$ cat src/rtl/mult_div_unit.sv
// Iterative 32-step shift-add multiply / restoring divide with HI/LO result registers.
// Fixed 33-edge latency from accept to result. While busy, start and mthi/mtlo writes are ignored.
module mult_div_unit #(
    parameter int WIDTH = 32
) (
    input  logic             clk,
    input  logic             reset,
    input  logic             start,
    input  logic [1:0]       op,
    input  logic [WIDTH-1:0] a,
    input  logic [WIDTH-1:0] b,
    input  logic             hi_we,
    input  logic             lo_we,
    input  logic [WIDTH-1:0] wdata,
    output logic             busy,
    output logic             done,
    output logic [WIDTH-1:0] hi,
    output logic [WIDTH-1:0] lo
);

    typedef enum logic [1:0] {IDLE, RUN, FIX} state_t;
    localparam int CW = $clog2(WIDTH) + 1;

    state_t             state;
    logic [CW-1:0]      count;
    logic               is_div;
    logic               neg_q;
    logic               neg_r;
    logic               div_zero;
    logic [WIDTH-1:0]   a_raw;
    logic [WIDTH-1:0]   opnd;
    logic [2*WIDTH-1:0] acc;

    logic [WIDTH-1:0]   a_mag;
    logic [WIDTH-1:0]   b_mag;
    logic [WIDTH:0]     mul_sum;
    logic [WIDTH:0]     div_shift;
    logic [WIDTH:0]     div_diff;
    logic               borrow;
    logic [2*WIDTH-1:0] prod_fix;
    logic [WIDTH-1:0]   quo_fix;
    logic [WIDTH-1:0]   rem_fix;

    assign busy = (state != IDLE);

    always_comb begin
        a_mag     = (op[0] && a[WIDTH-1]) ? -a : a;
        b_mag     = (op[0] && b[WIDTH-1]) ? -b : b;
        mul_sum   = {1'b0, acc[2*WIDTH-1:WIDTH]} + (acc[0] ? {1'b0, opnd} : '0);
        div_shift = acc[2*WIDTH-1:WIDTH-1];
        div_diff  = div_shift - {1'b0, opnd};
        borrow    = div_diff[WIDTH];
        prod_fix  = neg_q ? -acc : acc;
        quo_fix   = neg_q ? -acc[WIDTH-1:0] : acc[WIDTH-1:0];
        rem_fix   = neg_r ? -acc[2*WIDTH-1:WIDTH] : acc[2*WIDTH-1:WIDTH];
    end

    // acc holds {partial product, multiplier} for multiply and {remainder, quotient/dividend} for divide
    always_ff @(posedge clk) begin
        if (reset) begin
            state    <= IDLE;
            count    <= '0;
            is_div   <= 1'b0;
            neg_q    <= 1'b0;
            neg_r    <= 1'b0;
            div_zero <= 1'b0;
            a_raw    <= '0;
            opnd     <= '0;
            acc      <= '0;
            hi       <= '0;
            lo       <= '0;
            done     <= 1'b0;
        end else begin
            done <= 1'b0;
            case (state)
                IDLE: begin
                    if (start) begin
                        is_div   <= op[1];
                        neg_q    <= op[0] & (a[WIDTH-1] ^ b[WIDTH-1]);
                        neg_r    <= op[0] & a[WIDTH-1];
                        div_zero <= (b == '0);
                        a_raw    <= a;
                        opnd     <= op[1] ? b_mag : a_mag;
                        acc      <= {{WIDTH{1'b0}}, (op[1] ? a_mag : b_mag)};
                        count    <= '0;
                        state    <= RUN;
                    end else begin
                        if (hi_we) hi <= wdata;
                        if (lo_we) lo <= wdata;
                    end
                end
                RUN: begin
                    if (is_div)
                        acc <= {(borrow ? div_shift[WIDTH-1:0] : div_diff[WIDTH-1:0]),
                                acc[WIDTH-2:0], ~borrow};
                    else
                        acc <= {mul_sum, acc[WIDTH-1:1]};
                    count <= count + 1'b1;
                    if (count == CW'(WIDTH - 1))
                        state <= FIX;
                end
                FIX: begin
                    if (!is_div) begin
                        hi <= prod_fix[2*WIDTH-1:WIDTH];
                        lo <= prod_fix[WIDTH-1:0];
                    end else if (div_zero) begin
                        hi <= a_raw;
                        lo <= '1;
                    end else begin
                        hi <= rem_fix;
                        lo <= quo_fix;
                    end
                    done  <= 1'b1;
                    state <= IDLE;
                end
                default: state <= IDLE;
            endcase
        end
    end

endmodule

$ cat config.mk
export PLATFORM = sky130hd
export DESIGN_NAME = mult_div_unit
export DESIGN_NICKNAME = d
export VERILOG_FILES = /design/src/rtl/mult_div_unit.sv
export SDC_FILE = /design/constraint.sdc
export NUM_CORES = 1
export LEC_CHECK = 0
export CAP_MARGIN = 20
export CORE_MARGIN = 5
export CORE_UTILIZATION = 45
export DETAILED_ROUTE_END_ITERATION = 12
export PLACE_DENSITY = 0.66
export SLEW_MARGIN = 20
export SYNTH_ARGS = -nofsm -noshare
export SYNTH_HDL_FRONTEND = slang
export SYNTH_SLANG_ARGS = --single-unit
$ cat constraint.sdc
create_clock -name clk -period 3.6 [get_ports clk]
set_input_delay 0.54 -clock clk [delete_from_list [all_inputs] [get_ports clk]]
set_output_delay 0.54 -clock clk [all_outputs]
set_load 0.1 [all_outputs]
# Yosys cells after proc, flatten, opt, wreduce, memory -nomap -nowiden
# Cells that the tools add are included.
totals:
  inputBits: 103
  reg_bits: 205
op_classes:
  addsub: 8
  muxes: 28
  bitwise_logic: 4
  n_reduce_logical: 12
  n_eq_ne: 8
op_table:
  columns: ["cell", "count"]
  rows:
  - ["32-bit two-way mux", 16]
  - ["64-bit two-way mux", 3]
  - ["32-bit negator", 4]
  - ["32-bit one-hot mux with 2 select lines", 2]
  - ["64-bit one-hot mux with 2 select lines", 1]
  - ["64-bit negator", 1]
  - ["32-bit by 32-bit adder with 33-bit output", 1]
  - ["33-bit by 32-bit subtractor with 33-bit output", 1]
  - ["32-bit zero test", 1]
  - ["6-bit one-hot mux with 2 select lines", 1]
  - ["2-bit inequality test (second input constant)", 5]
  - ["6-bit by 1-bit adder with 6-bit output (second input constant)", 1]
  - ["6-bit by 5-bit equality test with 1-bit output (second input constant)", 1]
  - ["6-bit two-way mux", 1]
  - ["2-bit AND reduction", 3]
  - ["3-bit AND reduction", 2]
  - ["2-bit nonzero test", 3]
  - ["2-bit two-way mux", 2]
  - ["2-bit one-hot mux with 2 select lines", 1]
  - ["1-bit bitwise AND", 2]
  - ["2-bit by 1-bit equality test with 1-bit output (second input constant)", 1]
  - ["2-bit equality test (second input constant)", 1]
  - ["1-bit logical AND", 2]
  - ["2-bit zero test", 1]
  - ["3 further kinds", 3]

# Depth between registers and ports, before layout
# Gate-level depths: netlist of run 1.
depth:
  word_depth: 5
  ltp_mapped: 15
  depth_no_buf: 14

# Worst setup path before layout of run 1
# Ideal clock, no wire load.
synth_path:
  path_kind: "flip-flop to flip-flop"
  from: "register acc[8]"
  to: "register hi[20]"
  setup_time_ns: 0.112
  path_slack_ns: -0.049
  synth_period_minus_slack_ns: 3.649
  path_stages_with_launch: 12
  path_buffers: 2
  t_arrival_ns: 3.537
  path_cell_list: "dfxtp_1 -> buf_6 -> or4_4 -> or4_4 -> or4_1 -> buf_2 -> or2_1 -> or3b_1 -> or3_4 -> o21ai_1 -> xor2_1 -> a2111oi_1"
synth_via:
  elab_chain_cells: 4
synth_lines:
  columns: ["item", "line_no", "source"]
  rows:
  - ["from (decl)", "32", "logic [2*WIDTH-1:0] acc;"]
  - ["from (signal assigned)", "84", "acc <= {{WIDTH{1'b0}}, (op[1] ? a_mag : b_mag)};"]
  - ["from (signal assigned)", "94", "acc <= {(borrow ? div_shift[WIDTH-1:0] : div_diff[WIDTH-1:0]),"]
  - ["from (signal assigned)", "97", "acc <= {mul_sum, acc[WIDTH-1:1]};"]
  - ["64-bit negator", "53", "prod_fix = neg_q ? -acc : acc;"]
  - ["64-bit two-way mux", "53", null]
  - ["32-bit two-way mux", "103", "if (!is_div) begin"]
  - ["32-bit one-hot mux with 2 select lines", "75", "case (state)"]
  - ["to (signal assigned)", "104", "hi <= prod_fix[2*WIDTH-1:WIDTH];"]
  - ["to (signal assigned)", "107", "hi <= a_raw;"]
  - ["to (signal assigned)", "110", "hi <= rem_fix;"]
  - ["to (decl)", "17", "output logic [WIDTH-1:0] hi,"]
# Every way passes these cells.
# A chain may end at the register's enable or synchronous reset.

# Worst setup path in the final report of run 1
# Ends and elaborated chain as after synthesis.

==> metrics.log, run 1 <==
INFO  metric maximum_clock_frequency = 282 MHz
INFO  metric ir_drop = 340 µV
INFO  metric max-cap-violations = 0
INFO  metric flow.area_growth_from_synthesis = 24.5%
INFO  metric numPlacedInstances = between 2,000 and 3,000
INFO  metric path_clk_slew = 0.06 ns
INFO  metric wire_per_inst = 23.4 µm
INFO  metric fillers = 3,431
INFO  metric detail_route.vias_per_cell = just over 6
INFO  metric path_cells = or4_4 > or4_4 > or4_4 > or2_1 > or3b_4 > or3_4 > o21ai_2 > xor2_1 > a2111oi_2
INFO  metric instances_no_fill = 2,930
INFO  metric hold_viol = 0
INFO  metric max_stage_delay = between 0.5 and 0.6 ns
INFO  metric mappedNetlistArea = 16,400 µm²
INFO  metric synth.net_count = 2,418
INFO  metric synthArstFlopShare = 0%
INFO  metric yosys.area_share.xor_xnor = between 10% and 20%
INFO  metric setup_violations = 0
INFO  metric power-per-cell-area = 385 nW/µm²
INFO  metric postRouteAntennaNets = 0
INFO  metric core_area = 36,300 µm²
INFO  metric post_synthesis_sequential_area_ratio = 25.0%
INFO  metric fin_util = 56.2%
INFO  metric cts-root-to-sink-buffers = 3
INFO  metric port_buffers = around 170
INFO  metric critical_path_peak_fanout = 4
INFO  metric fin_area = between 20,000 and 25,000 µm²
INFO  metric timing.critical_path.from_type = flop
INFO  metric initial_utilization = 45.2%
INFO  metric main_combinational_cell_family_by_area_after_synthesis = compound AO/OA/AOI/OAI gates
INFO  metric die_area = between 40,000 and 50,000 µm²
INFO  metric layout-drive-gt1-share = 11.2%
INFO  metric detailed_place_hpwl = 54,000 µm
INFO  metric count_of_buffer_and_inverter_cells_on_the_critical_path = 0
INFO  metric synthesis.yosys.warnings = 0
INFO  metric post_synth_fa_ha_maj_area_fraction = 5.50%
INFO  metric final_period_utilization = between 90% and 100%
INFO  metric netlist_instances = about 2,200
INFO  metric postSynth.topFlopCell = sky130_fd_sc_hd__dfxtp_1
INFO  metric synth_mux_area_share = 4.66%
INFO  metric grt_setup_unrepaired = true
INFO  metric seq_area = 4110 µm²
INFO  metric multi_input_area = 11,500 µm²
INFO  metric cp_data_required_time = 4.04 ns
INFO  metric drt_iter0_markers = 1,915
INFO  metric placement_rows = 70
INFO  metric worst-slew-pin-transition = slightly above 1 ns
INFO  metric critical-path-top-cell-by-count = sky130_fd_sc_hd__or4_4
INFO  metric nets = approximately 2,600
INFO  metric gpl_congestion = 0.989
INFO  metric clock_buffers_created_by_tritoncts = 25
INFO  metric grt_antenna_before_repair = 0
INFO  metric drv_slew = 0
INFO  metric total_leakage_power = around 8 nW
INFO  metric floorplan.die.width = 201 µm
INFO  metric clk-insertion-delay-late = 0.55 ns
INFO  metric path_delay_family = simple AND/OR/NAND/NOR gates
INFO  metric count_of_flip_flops_with_a_built_in_enable_after_synthesis = 0
INFO  metric setup_total_negative_slack = 0 ns
INFO  metric slowest_stage_cell_on_the_critical_path = sky130_fd_sc_hd__or4_4
INFO  metric critical_path_class = reg -> reg
INFO  metric worst-endpoint-arrival = 3.98 ns
INFO  metric grt_max_degree = 75
INFO  metric crit_path_end_kind = flop
INFO  metric grt.overflow.total = 0
INFO  metric finalWirelength = ~68,000 µm
INFO  metric dr_total_vias = 18,200
INFO  metric post_synth_and_or_nand_nor_area_fraction = ~20%
INFO  metric clock-sinks = 205
INFO  metric grt.total_usage = 31.8%
INFO  metric max_slew_margin = between 30% and 40%
INFO  metric area_fraction_in_compound_gates_after_synthesis = 28.8%
INFO  metric cts-htree-levels = 1
INFO  metric drcViolationCount = 0
INFO  metric clock_tree_from_tritoncts = yes
INFO  metric number_of_antenna_diodes = 0
INFO  metric ios = 169
INFO  metric outcome = completed
INFO  metric post_dp_cell_area = between 15,000 and 20,000 µm²
INFO  metric hp-class = in -> reg
INFO  metric grt_pass1_wl = 102,000 µm
INFO  metric postSynthRegisterBits = 205
INFO  metric ys_types = 76
INFO  metric drt_pass1_iterations = 6
INFO  metric die_y = 201 µm
INFO  metric cts_root_buffer = sky130_fd_sc_hd__clkbuf_16
INFO  metric number_of_global_route_vias_before_repair = 16,900
INFO  metric mapped_avg_cell_area = 7.31 µm²
INFO  metric fin_crit = between 3 and 4 ns
INFO  metric clock_skews = 0.0268 ns
==> path summary, 6_finish.rpt <==
kind         startpoint  endpoint  slack [ns]  cells after the start
max              acc[8]    hi[20]        0.06                      9
max reg2reg      acc[8]    hi[20]        0.06                      9
min reg2reg    opnd[17]  opnd[17]        0.45                      2
min               reset  count[0]        0.39                      2
==> through the flow <==
stage | setup WS (ns) | hold slack (ns) | power (mW)
floorplan | -0.000812 | 0.432 | 4.10
global placement | -0.175 | 0.441 | 5.09
detailed placement | -0.240 | 0.447 | 5.11
CTS | 0.0260 | 0.378 | 7.80
global route | -0.0345 | 0.402 | 8.12
finish | 0.0560 | 0.391 | 7.86
==> state kept, by name (all words and copies together) (netlist names) <==
signal	flops
lo	32
acc	64
neg_r	1
neg_q	1
state	2
is_div	1
opnd	32
a_raw	32
hi	32
div_zero	1
done	1
count	6
==> synthesized netlist by cell type (all sizes together), types with 13 or more instances <==
library cell | count | area, µm²
dfxtp | 205 | 4100
a22oi | 13 | 97.6
mux2i | 73 | 731
a211oi | 107 | 808
o221ai | 35 | 313
or3 | 20 | 130
nand2b | 23 | 144
ha | 69 | 863
nand2 | 285 | 1070
a21oi | 222 | 1110
nor3 | 35 | 175
o211ai | 43 | 323
clkbuf | 152 | 571
o41ai | 15 | 139
nand4 | 15 | 93.8
o22ai | 14 | 87.6
o31ai | 22 | 165
xor2 | 82 | 718
nor2 | 229 | 860
nand3 | 22 | 110
inv | 65 | 244
or4 | 19 | 150
nor2b | 20 | 125
xnor2 | 117 | 1020
buf | 24 | 105
a21o | 36 | 270
nor4 | 18 | 113
o21ai | 126 | 634
==> what timing repair did <==
item                                    CTS  global route
pin swaps                                 1             3
endpoints found under the setup margin   14            41
gates cloned                              0             0
buffers inserted                          0             3
gates resized for setup                   2            19
hold buffers                              0             0
endpoints found under the hold margin     0             0
==> worst reg2reg max path, stage by stage (launching register included) <==
cell and delay, ns:
sky130_fd_sc_hd__dfxtp_1 0.31, sky130_fd_sc_hd__or4_4 0.55, sky130_fd_sc_hd__or4_4 0.46, sky130_fd_sc_hd__or4_4 0.51
sky130_fd_sc_hd__or2_1 0.27, sky130_fd_sc_hd__or3b_4 0.42, sky130_fd_sc_hd__or3_4 0.37, sky130_fd_sc_hd__o21ai_2 0.16
sky130_fd_sc_hd__xor2_1 0.10, sky130_fd_sc_hd__a2111oi_2 0.29
==> logic make-up (layout without fill, tap and decap cells) <==
kind of cell	after synthesis	in the layout
AO/OA/AOI/OAI	727	727
XOR/XNOR	199	199
adder cells (fa/ha/maj)	71	71
buffers and inverters	241	459
flip-flops	205	205
multiplexers	76	76
AND/OR/NAND/NOR	725	725
==> cell type report <==
type                       instances  area share [%]
multi-input combinational       1798            56.3
inverter                          65            1.19
sequential                       205            20.1
clock buffer                      34            3.42
clock inverter                     9           0.814
tap                              468            2.87
timing repair buffer             351            15.3
==> placed cells by master, fill, tap and decap left out, types with 15 or more instances in the layout <==
master,instances
sky130_fd_sc_hd__buf_4,179
sky130_fd_sc_hd__xor2_1,82
sky130_fd_sc_hd__dfxtp_1,201
sky130_fd_sc_hd__a21oi_1,220
sky130_fd_sc_hd__nor4_1,17
sky130_fd_sc_hd__o211ai_1,43
sky130_fd_sc_hd__o31ai_1,22
sky130_fd_sc_hd__a21o_1,36
sky130_fd_sc_hd__o21ai_0,123
sky130_fd_sc_hd__inv_1,65
sky130_fd_sc_hd__nand2_1,284
sky130_fd_sc_hd__ha_1,67
sky130_fd_sc_hd__nor2_1,227
sky130_fd_sc_hd__o221ai_1,34
sky130_fd_sc_hd__nand2b_1,23
sky130_fd_sc_hd__or3_1,18
sky130_fd_sc_hd__or4_1,16
sky130_fd_sc_hd__clkdlybuf4s50_1,165
sky130_fd_sc_hd__nand3_1,22
sky130_fd_sc_hd__xnor2_1,116
sky130_fd_sc_hd__nor2b_1,18
sky130_fd_sc_hd__clkbuf_16,25
sky130_fd_sc_hd__mux2i_1,73
sky130_fd_sc_hd__nand4_1,15
sky130_fd_sc_hd__nor3_1,32
sky130_fd_sc_hd__a211oi_1,106
==> power by group <==
part,internal (mW),total [mW],switching (mW)
logic,0.964,2.61,1.65
clock network,1.65,2.71,1.07
registers,2.41,2.54,0.129
total,5.02,7.86,2.84
==> routing by layer <==
layer	part of all wire [%]	up-vias	track usage, %
met4	2.8	0	7.89
li1	-	8500	-
met5	0	-	0
met3	8.8	114	3.86
met1	43	8656	45.5
met2	45	902	51.2
(Power assumes the default switching activity.)
==> inputs of run 2 (changes only) <==
Settings changed: GPL_ROUTABILITY_DRIVEN from default to 0.
==> metrics.log, run 2 (synthesized netlist as in run 1, its figures left out) <==
INFO  metric outcome = completed (unchanged)
INFO  metric grt_setup_unrepaired = true (unchanged)
INFO  metric ir_drop = 267 µV (was 340 µV)
INFO  metric critical_path_class = reg -> reg (unchanged)
INFO  metric largest_register_ff_count = 64 (unchanged)
INFO  metric max_slew_margin = 29.6% (was 30.9%)
INFO  metric max_flop_register = acc (unchanged)
INFO  metric cellInternalPower = 5.09 mW (was 5.02 mW)
INFO  metric grt.overflow.total = 0 (unchanged)
INFO  metric detail_route.vias_per_cell = 6.31 (was 6.20)
INFO  metric drt_iter0_markers = 2,281 (was 1,915)
INFO  metric power_frac_comb = 31.9% (was 33.2%)
INFO  metric drt_pass1_iterations = 7 (was 6)
INFO  metric path_delay_family = simple AND/OR/NAND/NOR gates (unchanged)
INFO  metric hold_viol = 0 (unchanged)
INFO  metric drv_slew = 0 (unchanged)
INFO  metric reg2reg_depth = 9 (unchanged)
INFO  metric setup_total_negative_slack = 0 ns (unchanged)
INFO  metric clock_power_share = 35.9% (was 34.5%)
INFO  metric crit_path_end_kind = flop (unchanged)
INFO  metric path_cells = or4_4 > or4_4 > or4_4 > or2_4 > or3b_4 > or3_4 > o21ai_2 > xor2_1 > a2111oi_1 (was or4_4 > or4_4 > or4_4 > or2_1 > or3b_4 > or3_4 > o21ai_2 > xor2_1 > a2111oi_2)
INFO  metric detailed_place_hpwl = 51,600 µm (was 54,000 µm)
INFO  metric layout-drive-gt1-share = 10.3% (was 11.2%)
INFO  metric cp_data_required_time = 4.02 ns (was 4.04 ns)
INFO  metric cts-root-to-sink-buffers = 3 (unchanged)
INFO  metric cts-htree-levels = 1 (unchanged)
INFO  metric grt.total_usage = 30.8% (was 31.8%)
INFO  metric grt_antenna_before_repair = 0 (unchanged)
INFO  metric power-per-cell-area = 391 nW/µm² (was 385 nW/µm²)
INFO  metric grt_pass1_wl = 100,000 µm (was 102,000 µm)
INFO  metric finalWirelength = 66,400 µm (was 68,400 µm)
INFO  metric flow.area_growth_from_synthesis = 23.4% (was 24.5%)
INFO  metric holdPathStages = 2 (unchanged)
INFO  metric total_leakage_power = 7.83 nW (was 7.95 nW)
INFO  metric count_of_buffer_and_inverter_cells_on_the_critical_path = 0 (unchanged)
INFO  metric drcViolationCount = 0 (unchanged)
INFO  metric fin_crit = 3.57 ns (was 3.54 ns)
INFO  metric power_switching = 2.82 mW (was 2.84 mW)
INFO  metric critical_path_peak_fanout = 4 (unchanged)
INFO  metric path_clk_slew = 0.06 ns (about the same)
INFO  metric grt_max_degree = 76 (was 75)
INFO  metric initial_utilization = 45.2% (unchanged)
INFO  metric worst-endpoint-arrival = 4.00 ns (was 3.98 ns)
INFO  metric ios = 169 (unchanged)
INFO  metric clock_skews = 0.0188 ns (was 0.0268 ns)
INFO  metric clock-sinks = 205 (unchanged)
INFO  metric max_stage_delay = 0.53 ns (was 0.55 ns)
INFO  metric critical-path-top-cell-by-count = sky130_fd_sc_hd__or4_4 (unchanged)
INFO  metric timing.critical_path.from_type = flop (unchanged)
INFO  metric power.share.switching = 35.7% (was 36.1%)
INFO  metric maximum_clock_frequency = 280 MHz (was 282 MHz)
INFO  metric timing.critical_path.depth = 9 (unchanged)
INFO  metric die_area = 40,400 µm² (unchanged)
INFO  metric worst-slew-pin-transition = 1.05 ns (was 1.03 ns)
INFO  metric number_of_antenna_diodes = 0 (unchanged)
INFO  metric preCtsSetupSlack = -0.0713 ns (was -0.240 ns)
INFO  metric fillers = 3,421 (was 3,431)
INFO  metric port_buffers = 168 (unchanged)
INFO  metric slowest_stage_cell_on_the_critical_path = sky130_fd_sc_hd__or4_4 (unchanged)
INFO  metric number_of_global_route_vias_before_repair = 17,000 (was 16,900)
INFO  metric sequentialPowerShare = 32.1% (was 32.3%)
INFO  metric floorplan.die.width = 201 µm (unchanged)
INFO  metric fin_util = 55.7% (was 56.2%)
INFO  metric wire_per_inst = 22.9 µm (was 23.4 µm)
INFO  metric final_critical_path_setup_slack = 0.0256 ns (was 0.0560 ns)
INFO  metric nets = 2,592 (was 2,620)
INFO  metric final_common_cell = sky130_fd_sc_hd__nand2_1 (unchanged)
INFO  metric max-cap-violations = 0 (unchanged)
INFO  metric final_cell_mix = sky130_fd_sc_hd__nand2_1, sky130_fd_sc_hd__nor2_1, sky130_fd_sc_hd__a21oi_1 (unchanged)
INFO  metric clk-insertion-delay-late = 0.55 ns (about the same)
INFO  metric clock_tree_from_tritoncts = yes (unchanged)
INFO  metric hp-class = in -> reg (unchanged)
INFO  metric placement_rows = 70 (unchanged)
INFO  metric clock_buffers_created_by_tritoncts = 25 (unchanged)
INFO  metric postRouteAntennaNets = 0 (unchanged)
INFO  metric setup_violations = 0 (unchanged)
INFO  metric dr_total_vias = 18,300 (was 18,200)
INFO  metric final_period_utilization = 99.3% (was 98.4%)
INFO  metric die_y = 201 µm (unchanged)
INFO  metric core_area = 36,300 µm² (unchanged)
INFO  metric cts_root_buffer = sky130_fd_sc_hd__clkbuf_16 (unchanged)
INFO  metric cts-hold-fix-buffers = 0 (unchanged)
INFO  metric hold-worst-slack = 0.389 ns (was 0.391 ns)
[run 2: changes by cell type in the layout (fill, tap and decap cells not counted), moves of 2 or more]
cell / change
sky130_fd_sc_hd__buf_4: -26
sky130_fd_sc_hd__a2111oi_1: +4
sky130_fd_sc_hd__a2111oi_0: -3
sky130_fd_sc_hd__buf_12: -2
sky130_fd_sc_hd__bufinv_16: +2
sky130_fd_sc_hd__clkbuf_8: -2
sky130_fd_sc_hd__clkinv_4: +2
sky130_fd_sc_hd__ha_2: -2
sky130_fd_sc_hd__inv_6: +2
sky130_fd_sc_hd__o21ai_0: -2
sky130_fd_sc_hd__o21ai_1: +2
[run 2: power groups by stage]
stage	Sequential [mW]	Clock, mW	Combinational (mW)
after detailed placement	2.58	0	2.45
after CTS	2.53	2.85	2.46
after global routing	2.55	2.96	2.67
after global placement	2.58	0	2.42
after floorplan	2.81	0	1.29
final	2.54	2.84	2.53
[run 2: repair_timing]
action                                  4_1_cts  5_1_grt
hold endpoints to repair                      0        0
pin swaps                                     0        3
gates resized for setup                       2       24
endpoints found under the setup margin        6       25
setup buffers                                 0        2
[run 2: routing by layer]
metal | global-route usage (%) | share of wire, %
met1 | 42.8 | 42
met2 | 48.4 | 44
met3 | 5.53 | 10
met4 | 10.4 | 4.2
met5 | 0 | 0
[run 2: worst paths after layout]
| path | slack, ns | start | end |
|---|---|---|---|
| max | 0.03 | acc[8] | hi[20] |
| min | 0.39 | reset | lo[20] |
| max reg2reg | 0.03 | acc[8] | hi[20] |
| min reg2reg | 0.45 | lo[21] | lo[21] |
[run 2: layout make-up]
type                    count  area [µm²]  area share (%)
clock buffers              32         672            3.32
clock inverters            14         244            1.20
inverters                  65         244            1.20
multi-input cells        1798       11500            56.9
flip-flops and latches    205        4110            20.3
well taps                 468         586            2.89
repair buffers            323        2890            14.2
[run 2: through the flow]
step | power, mW | instances | instance area (µm²)
CTS | 7.85 | 2903 | 20200
detailed placement | 5.04 | 2857 | 19200
global route | 8.18 | 2905 | 20300
global placement | 5.00 | 2857 | 19200
finish | 7.91 | 2905 | 20300
floorplan | 4.10 | 2244 | 16400
